### src/rtl/encode_tx.sv
// Packet encoder/serializer: latches a request, builds a 55-bit frame
// {type, addr, raw} in one cycle and shifts it out MSB first, pausing while tx_hold is high.
module encode_tx (
    input  logic        clk,
    input  logic        rst,
    input  logic        tx_req,
    input  logic [2:0]  tx_type,
    input  logic [3:0]  tx_addr,
    input  logic [23:0] tx_payload,
    input  logic        tx_hold,
    output logic        tx_ack,
    output logic        tx_err,
    output logic        tx_busy,
    output logic        ser_out,
    output logic        ser_valid,
    output logic        ser_sof,
    output logic        tx_done
);

    typedef enum logic [1:0] {IDLE, ENCODE, SEND, DONE} state_e;

    state_e      state_q, state_d;
    logic [2:0]  type_q, type_d;
    logic [3:0]  addr_q, addr_d;
    logic [23:0] payload_q, payload_d;
    logic [54:0] frame_q, frame_d;
    logic [5:0]  count_q, count_d;
    logic        err_q, err_d;

    logic [47:0] raw;
    logic [3:0]  cks;
    logic [5:0]  bit_idx;

    function automatic logic [5:0] enc_3of6(input logic [2:0] g);
        logic [5:0] cw;
        case (g)
            3'd0:    cw = 6'b000111;
            3'd1:    cw = 6'b001011;
            3'd2:    cw = 6'b001101;
            3'd3:    cw = 6'b001110;
            3'd4:    cw = 6'b010011;
            3'd5:    cw = 6'b010101;
            3'd6:    cw = 6'b010110;
            default: cw = 6'b011001;
        endcase
        return cw;
    endfunction

    // Raw data field built from the latched request; control packets carry none.
    always_comb begin
        cks = payload_q[23:20] ^ payload_q[19:16] ^ payload_q[15:12] ^
              payload_q[11:8]  ^ payload_q[7:4]   ^ payload_q[3:0];
        raw = '0;
        case (type_q)
            3'b011: raw = {payload_q, cks, 20'h0};
            3'b100: begin
                for (int i = 0; i < 8; i++) begin
                    raw[6*i +: 6] = enc_3of6(payload_q[3*i +: 3]);
                end
            end
            default: raw = '0;
        endcase
    end

    always_comb begin
        state_d   = state_q;
        type_d    = type_q;
        addr_d    = addr_q;
        payload_d = payload_q;
        frame_d   = frame_q;
        count_d   = count_q;
        err_d     = 1'b0;
        case (state_q)
            IDLE: begin
                if (tx_req) begin
                    if (tx_type <= 3'd4) begin
                        type_d    = tx_type;
                        addr_d    = tx_addr;
                        payload_d = tx_payload;
                        state_d   = ENCODE;
                    end else begin
                        err_d = 1'b1;
                    end
                end
            end
            ENCODE: begin
                frame_d = {type_q, addr_q, raw};
                count_d = '0;
                state_d = SEND;
            end
            SEND: begin
                if (!tx_hold) begin
                    if (count_q == 6'd54) begin
                        state_d = DONE;
                    end else begin
                        count_d = count_q + 6'd1;
                    end
                end
            end
            DONE:    state_d = IDLE;
            default: state_d = IDLE;
        endcase
    end

    always_ff @(posedge clk) begin
        if (rst) begin
            state_q   <= IDLE;
            type_q    <= '0;
            addr_q    <= '0;
            payload_q <= '0;
            frame_q   <= '0;
            count_q   <= '0;
            err_q     <= 1'b0;
        end else begin
            state_q   <= state_d;
            type_q    <= type_d;
            addr_q    <= addr_d;
            payload_q <= payload_d;
            frame_q   <= frame_d;
            count_q   <= count_d;
            err_q     <= err_d;
        end
    end

    // Serial outputs follow the state directly; tx_hold gates the bit in the same cycle.
    assign bit_idx   = 6'd54 - count_q;
    assign tx_ack    = (state_q == ENCODE);
    assign tx_err    = err_q;
    assign tx_busy   = (state_q != IDLE);
    assign ser_valid = (state_q == SEND) && !tx_hold;
    assign ser_out   = ser_valid & frame_q[bit_idx];
    assign ser_sof   = ser_valid && (count_q == 6'd0);
    assign tx_done   = (state_q == DONE);

endmodule

### config.mk
export PLATFORM = sky130hd
export DESIGN_NAME = encode_tx
export DESIGN_NICKNAME = d
export VERILOG_FILES = /design/src/rtl/encode_tx.sv
export SDC_FILE = /design/constraint.sdc
export NUM_CORES = 1
export LEC_CHECK = 0
export BUFFER_PORTS_ARGS = -buffer_cell sky130_fd_sc_hd__buf_2
export CORE_MARGIN = 4
export CORE_UTILIZATION = 40
export CTS_CLUSTER_DIAMETER = 30
export CTS_CLUSTER_SIZE = 24
export DETAILED_ROUTE_END_ITERATION = 8
export GPL_ROUTABILITY_DRIVEN = 1
export SLEW_MARGIN = 20
export SYNTH_ARGS = -nofsm -noshare
export SYNTH_HDL_FRONTEND = slang
export SYNTH_SLANG_ARGS = --single-unit
### constraint.sdc
create_clock -name clk -period 3.9 [get_ports clk]
set_input_delay 0.39 -clock clk [delete_from_list [all_inputs] [get_ports clk]]
set_output_delay 0.39 -clock clk [all_outputs]
set_load 0.02 [all_outputs]
**Yosys cells after proc, flatten, opt, wreduce, memory -nomap -nowiden**

Index checks and enable logic that the tools add are counted.

- Bits in registers: 95
- Latch bits: 0
- Memory bits (writable): 0
- ROM bits: 0
- Input bits: 35
- Output and inout bits: 7
- Logic and storage cells: 117
- Memories kept: 0

- Add/subtract/negate cells: 2
- Multiply operators: 0
- Divide/modulo/power cells: 0
- $lt $le $gt $ge: 2
- Eq/ne operators: 59
- Shifts and indexed selects: 0
- Mux-type cells: 20
- Bitwise logic cells: 8
- Reductions and logical operators: 19

Operators by type and width:

| kind | number |
|---|---|
| case mux 5 bit (7 select lines) | 8 |
| case mux 48 bit (2 select lines) | 1 |
| equality test 3 bit (second input constant) | 25 |
| equality test 3 x 2 -> 1 bit (second input constant) | 17 |
| equality test 3 x 1 -> 1 bit (second input constant) | 8 |
| logical NOT 3 bit | 8 |
| bitwise XOR 4 bit | 5 |
| 2-to-1 mux 6 bit | 2 |
| case mux 6 bit (2 select lines) | 1 |
| inequality test 2 bit (second input constant) | 5 |
| 2-to-1 mux 2 bit | 4 |
| case mux 2 bit (4 select lines) | 1 |
| less-than comparator 6 x 7 -> 1 bit (second input constant) | 1 |
| adder 6 x 1 -> 6 bit (second input constant) | 1 |
| binary-select mux 1 bit (select 6 bit) | 1 |
| equality test 6 bit (second input constant) | 1 |
| logical NOT 6 bit | 1 |
| AND reduction 3 bit | 2 |
| subtractor 6 bit (first input constant) | 1 |
| equality test 2 bit (second input constant) | 2 |
| AND reduction 4 bit | 1 |
| nonzero test 2 bit | 2 |
| <= comparator 3 bit (second input constant) | 1 |
| OR reduction 3 bit | 1 |
| other kinds (7) | 10 |

**Logic depth before layout (Yosys ltp)**

- Depth after elaboration: 6
- Gate-level depth with buffers: 12
- Gate-level depth less buffers: 8

**Worst setup path before layout**

No wires, ideal clock.

- Path type: reg2out
- Start: register count_q[0]
- End: output port ser_out
- Arrival time: 2.534 ns
- Required time: 3.510 ns
- Setup slack: 0.976 ns
- Stages on the path, launching flop included: 13
- Buffers on the path: 4
- Cells stage by stage: dfxtp_1 -> buf_6 -> clkbuf_1 -> inv_1 -> ha_1 -> buf_2 -> buf_2 -> mux2i_1 -> o211ai_1 -> o21ai_0 -> nor3_1 -> o41ai_1 -> a31oi_1

- Cells in the longest elaborated chain, start to end: 4

RTL lines:

| element | RTL line | RTL |
|---|---|---|
| from (decl) | 27 | `logic [5:0] count_q, count_d;` |
| from (signal assigned) | 120 | `count_q <= count_d;` |
| subtractor 6 bit | 126 | `assign bit_idx = 6'd54 - count_q;` |
| binary-select mux 1 bit (select 6 bit) | 131 | `assign ser_out = ser_valid & frame_q[bit_idx];` |
| 2-to-1 mux 1 bit (not written as such) | 131 |  |
| AND 1 bit | 131 |  |
| to (decl) | 14 | `output logic ser_out,` |

No other way between the ends. The select of a mux whose other input is x is not followed.

**Worst setup path after layout**

Same ends and word-level chain as after synthesis.

==> metrics.txt <==
Max Clock Skew 0.00707 ns; Max Cap Viol 0; I/O Buffers 41; CP endpoint kind primary output; Post-Syn Nets 639; Worst Setup Slack, final 0.429 ns; WHS Path Cells 3; critical path required time 3.51 ns; Hold Path End payload_q[15]; setup repair bufs after CTS 0; Placed Area 0.00509 mm2; Final Instance Area 0.00538 mm2; Pint 2.05 mW; synthesis-to-finish area growth 10.1%; Worst Path Max Fanout 23; die height 119 um; Startpoint Class flop; register bit total from synthesis 92; Post-synth EDFFs 0; async set-reset flop share out of synthesis 0%; I/O pin cnt 42; leakage power total 1.90 nW; CTS H-Tree Depth 3; sequential area share after synthesis 37.7%; maximum buffer depth of the clock tree 2; Setup TNS 0 ns; Die X 119 um; Final min period 3.47 ns; Final Util 45.0%; Die ar. 0.0140 mm2; Final Power 3.17 mW; post-synthesis area per instance 8.21 um2; post-synthesis compound-gate area fraction 18.4%; worst min path class primary input to flop; Worst-Skew Late Latency 0.35 ns; Vias per Instance 5.49; Placeable Area 0.0120 mm2; Reg power frac 41.1%; synth unique cells 43; Inserted Diodes 0; XOR/XNOR share of the synthesized area 7.35%; R2R cell count 5; pre-CTS WS 0.746 ns; CP Class flop to primary output; Total GRT Usage 17.6%; CTS sink cnt 92; sw frac 35.5%; First-pass DRT Iterations 4; maximum VDD drop 325 uV; Initial DRC Count 383; first-pass GRT wire length 20,000 um; DRC 0; cell count after synthesis 595; Critical Path, Cell by Cell buf_4, inv_1, ha_1, mux2i_1, o22ai_1, mux2i_1, nor3_1, a311oi_2, a31oi_1, buf_2; Post-Synthesis Cell Area 0.00488 mm2; antenna violations before repair 0; layout cells sized above 1 11.8%; unrepaired setup endpoints after global routing no; synthesis warning total 0; Fmax 288 MHz; Clk pwr share 26.7%; TritonCTS buffer count 9; power share of the combinational group 32.2%; simple-gate share of the synthesized area 19.1%; antenna-violating nets left 0; multiplexer share of the synthesized area 9.22%; placed insts 732; cts hold-fix bufs 0; Final setup viols 0; CTS tree built; Starting Density 40.8%; CTS root buffer clkbuf_16; Post-Synth Adder-Cell Area 2.31%; overall routed net length 12,100 um; Placer Congestion 0.841; Clock Pin Slew Worst Setup and Hold Paths 0.06 ns; number of global-route vias before repair 3,909; PD cells 590 mW/mm2; Post-Layout Cell Count 747; Max stage delay on crit path 0.76 ns; wire per inst 16.1 um; period utilization 89.0%; Worst slew margin 50.7%; Most common cell on crit path mux2i_1; Psw 1.13 mW; Rows 40; Fin. Hold Viols 0; worst-margin pin slew 0.740 ns; largest net degree at the start of global routing 78; via count 4,101; combinational family with the most area after synthesis simple AND/OR/NAND/NOR gates; max-slew violation count 0; Final HPWL DP 8080 um; Hold Crit Start tx_payload[15]; PostCTS Resize Cnt 0; status complete, no violations; # nets final 640; GRT overflow 0; Most used DFF post-synth dfxtp_1; WHS 0.277 ns; r2r endpoint frame_q[14]; R2R Path Start state_q[1]; Slowest-stage cell, CP ha_1; Worst R2R Setup Slack 1.79 ns; CP arrival 3.08 ns; FILL cells 1,196
==> worst max-delay path: cells and delay by family, from the launching register on <==
kind | cells | cell delay (ns)
adders and majority gates | 1 | 0.76
buffers and inverters | 3 | 0.59
AOI/OAI and AO/OA | 3 | 0.55
muxes | 2 | 0.45
DFF | 1 | 0.31
and+or+nand+nor | 1 | 0.08
==> sequential cells by signal, indices dropped and copies added (netlist names) <==
signal,cells
frame_q,52
addr_q,4
tx_err,1
state_q,2
payload_q,24
type_q,3
count_q,6
==> power groups by stage <==
stage | Combinational (mW) | Sequential [mW] | Clock, mW
3_5_place_dp | 1.03 | 1.32 | 0
4_1_cts | 1.03 | 1.30 | 0.869
2_1_floorplan | 0.909 | 1.19 | 0
6_report | 1.02 | 1.30 | 0.847
3_3_place_gp | 1.00 | 1.32 | 0
5_1_grt | 1.16 | 1.33 | 0.908
==> final cells by class <==
type	count	area (um2)	share of cell area, %
tap	147	184	3.42
clock inverter	1	5.00	0.0930
multi-input combinational	434	2760	51.3
timing repair buffer	49	265	4.93
clock buffer	14	284	5.28
sequential	92	1840	34.2
inverter	10	37.5	0.698
==> metal layers <==
layer / vias to the layer above / routed length (um) / global-route usage [%]
met5: - / 0 / 0
met4: 0 / 78 / 4.63
met3: 6 / 653 / 4.55
met2: 96 / 5640 / 28.4
met1: 1934 / 5680 / 23.5
li1: 2065 / - / -
==> worst max path at each step <==
| stage | end | cells after the start | start |
|---|---|---|---|
| after floorplan | ser_out | 12 | count_q[0] |
| after global placement | ser_out | 9 | count_q[0] |
| after detailed placement | ser_out | 9 | count_q[0] |
| after CTS | ser_out | 10 | count_q[0] |
| after global routing | ser_out | 10 | count_q[0] |
| final | ser_out | 10 | count_q[0] |
==> kinds of logic after synthesis <==
| group | count (synthesis) |
|---|---|
| AOI/OAI and AO/OA | 148 |
| adders and majority gates | 9 |
| and+or+nand+nor | 210 |
| DFF | 92 |
| muxes | 29 |
| buffers and inverters | 69 |
| xor gates and xnor gates | 38 |
==> cell usage in the layout, fill, tap and decap left out, types with 2 or more instances in the layout <==
master,instances
nand2_1,91
dfxtp_1,92
clkbuf_16,9
a22oi_1,11
nand2b_1,26
inv_1,10
buf_4,8
a32oi_1,3
clkbuf_8,4
nand4_1,2
o2111ai_1,6
a31oi_1,3
o41ai_1,2
o21ai_0,10
o211ai_1,4
mux4_1,9
nand3_1,18
xnor2_1,24
a211oi_1,22
nor2_1,48
a21oi_1,82
nor3b_1,4
buf_2,41
mux2i_1,18
ha_1,8
xor2_1,12
and3_1,2
nor3_1,13
==> Yosys cell counts, drive strengths merged, types with 11 or more instances <==
| cell type | n | area (um2) |
|---|---|---|
| xor2 | 13 | 133 |
| nand3 | 18 | 90.1 |
| nand2 | 91 | 342 |
| nor2 | 48 | 180 |
| buf | 11 | 67.6 |
| a22oi | 11 | 82.6 |
| nand2b | 26 | 163 |
| mux2i | 18 | 180 |
| nor3 | 13 | 65.1 |
| a21oi | 82 | 410 |
| xnor2 | 25 | 226 |
| clkbuf | 48 | 180 |
| a211oi | 22 | 165 |
| dfxtp | 92 | 1840 |
Note: power is estimated with default switching activity, not from simulation.
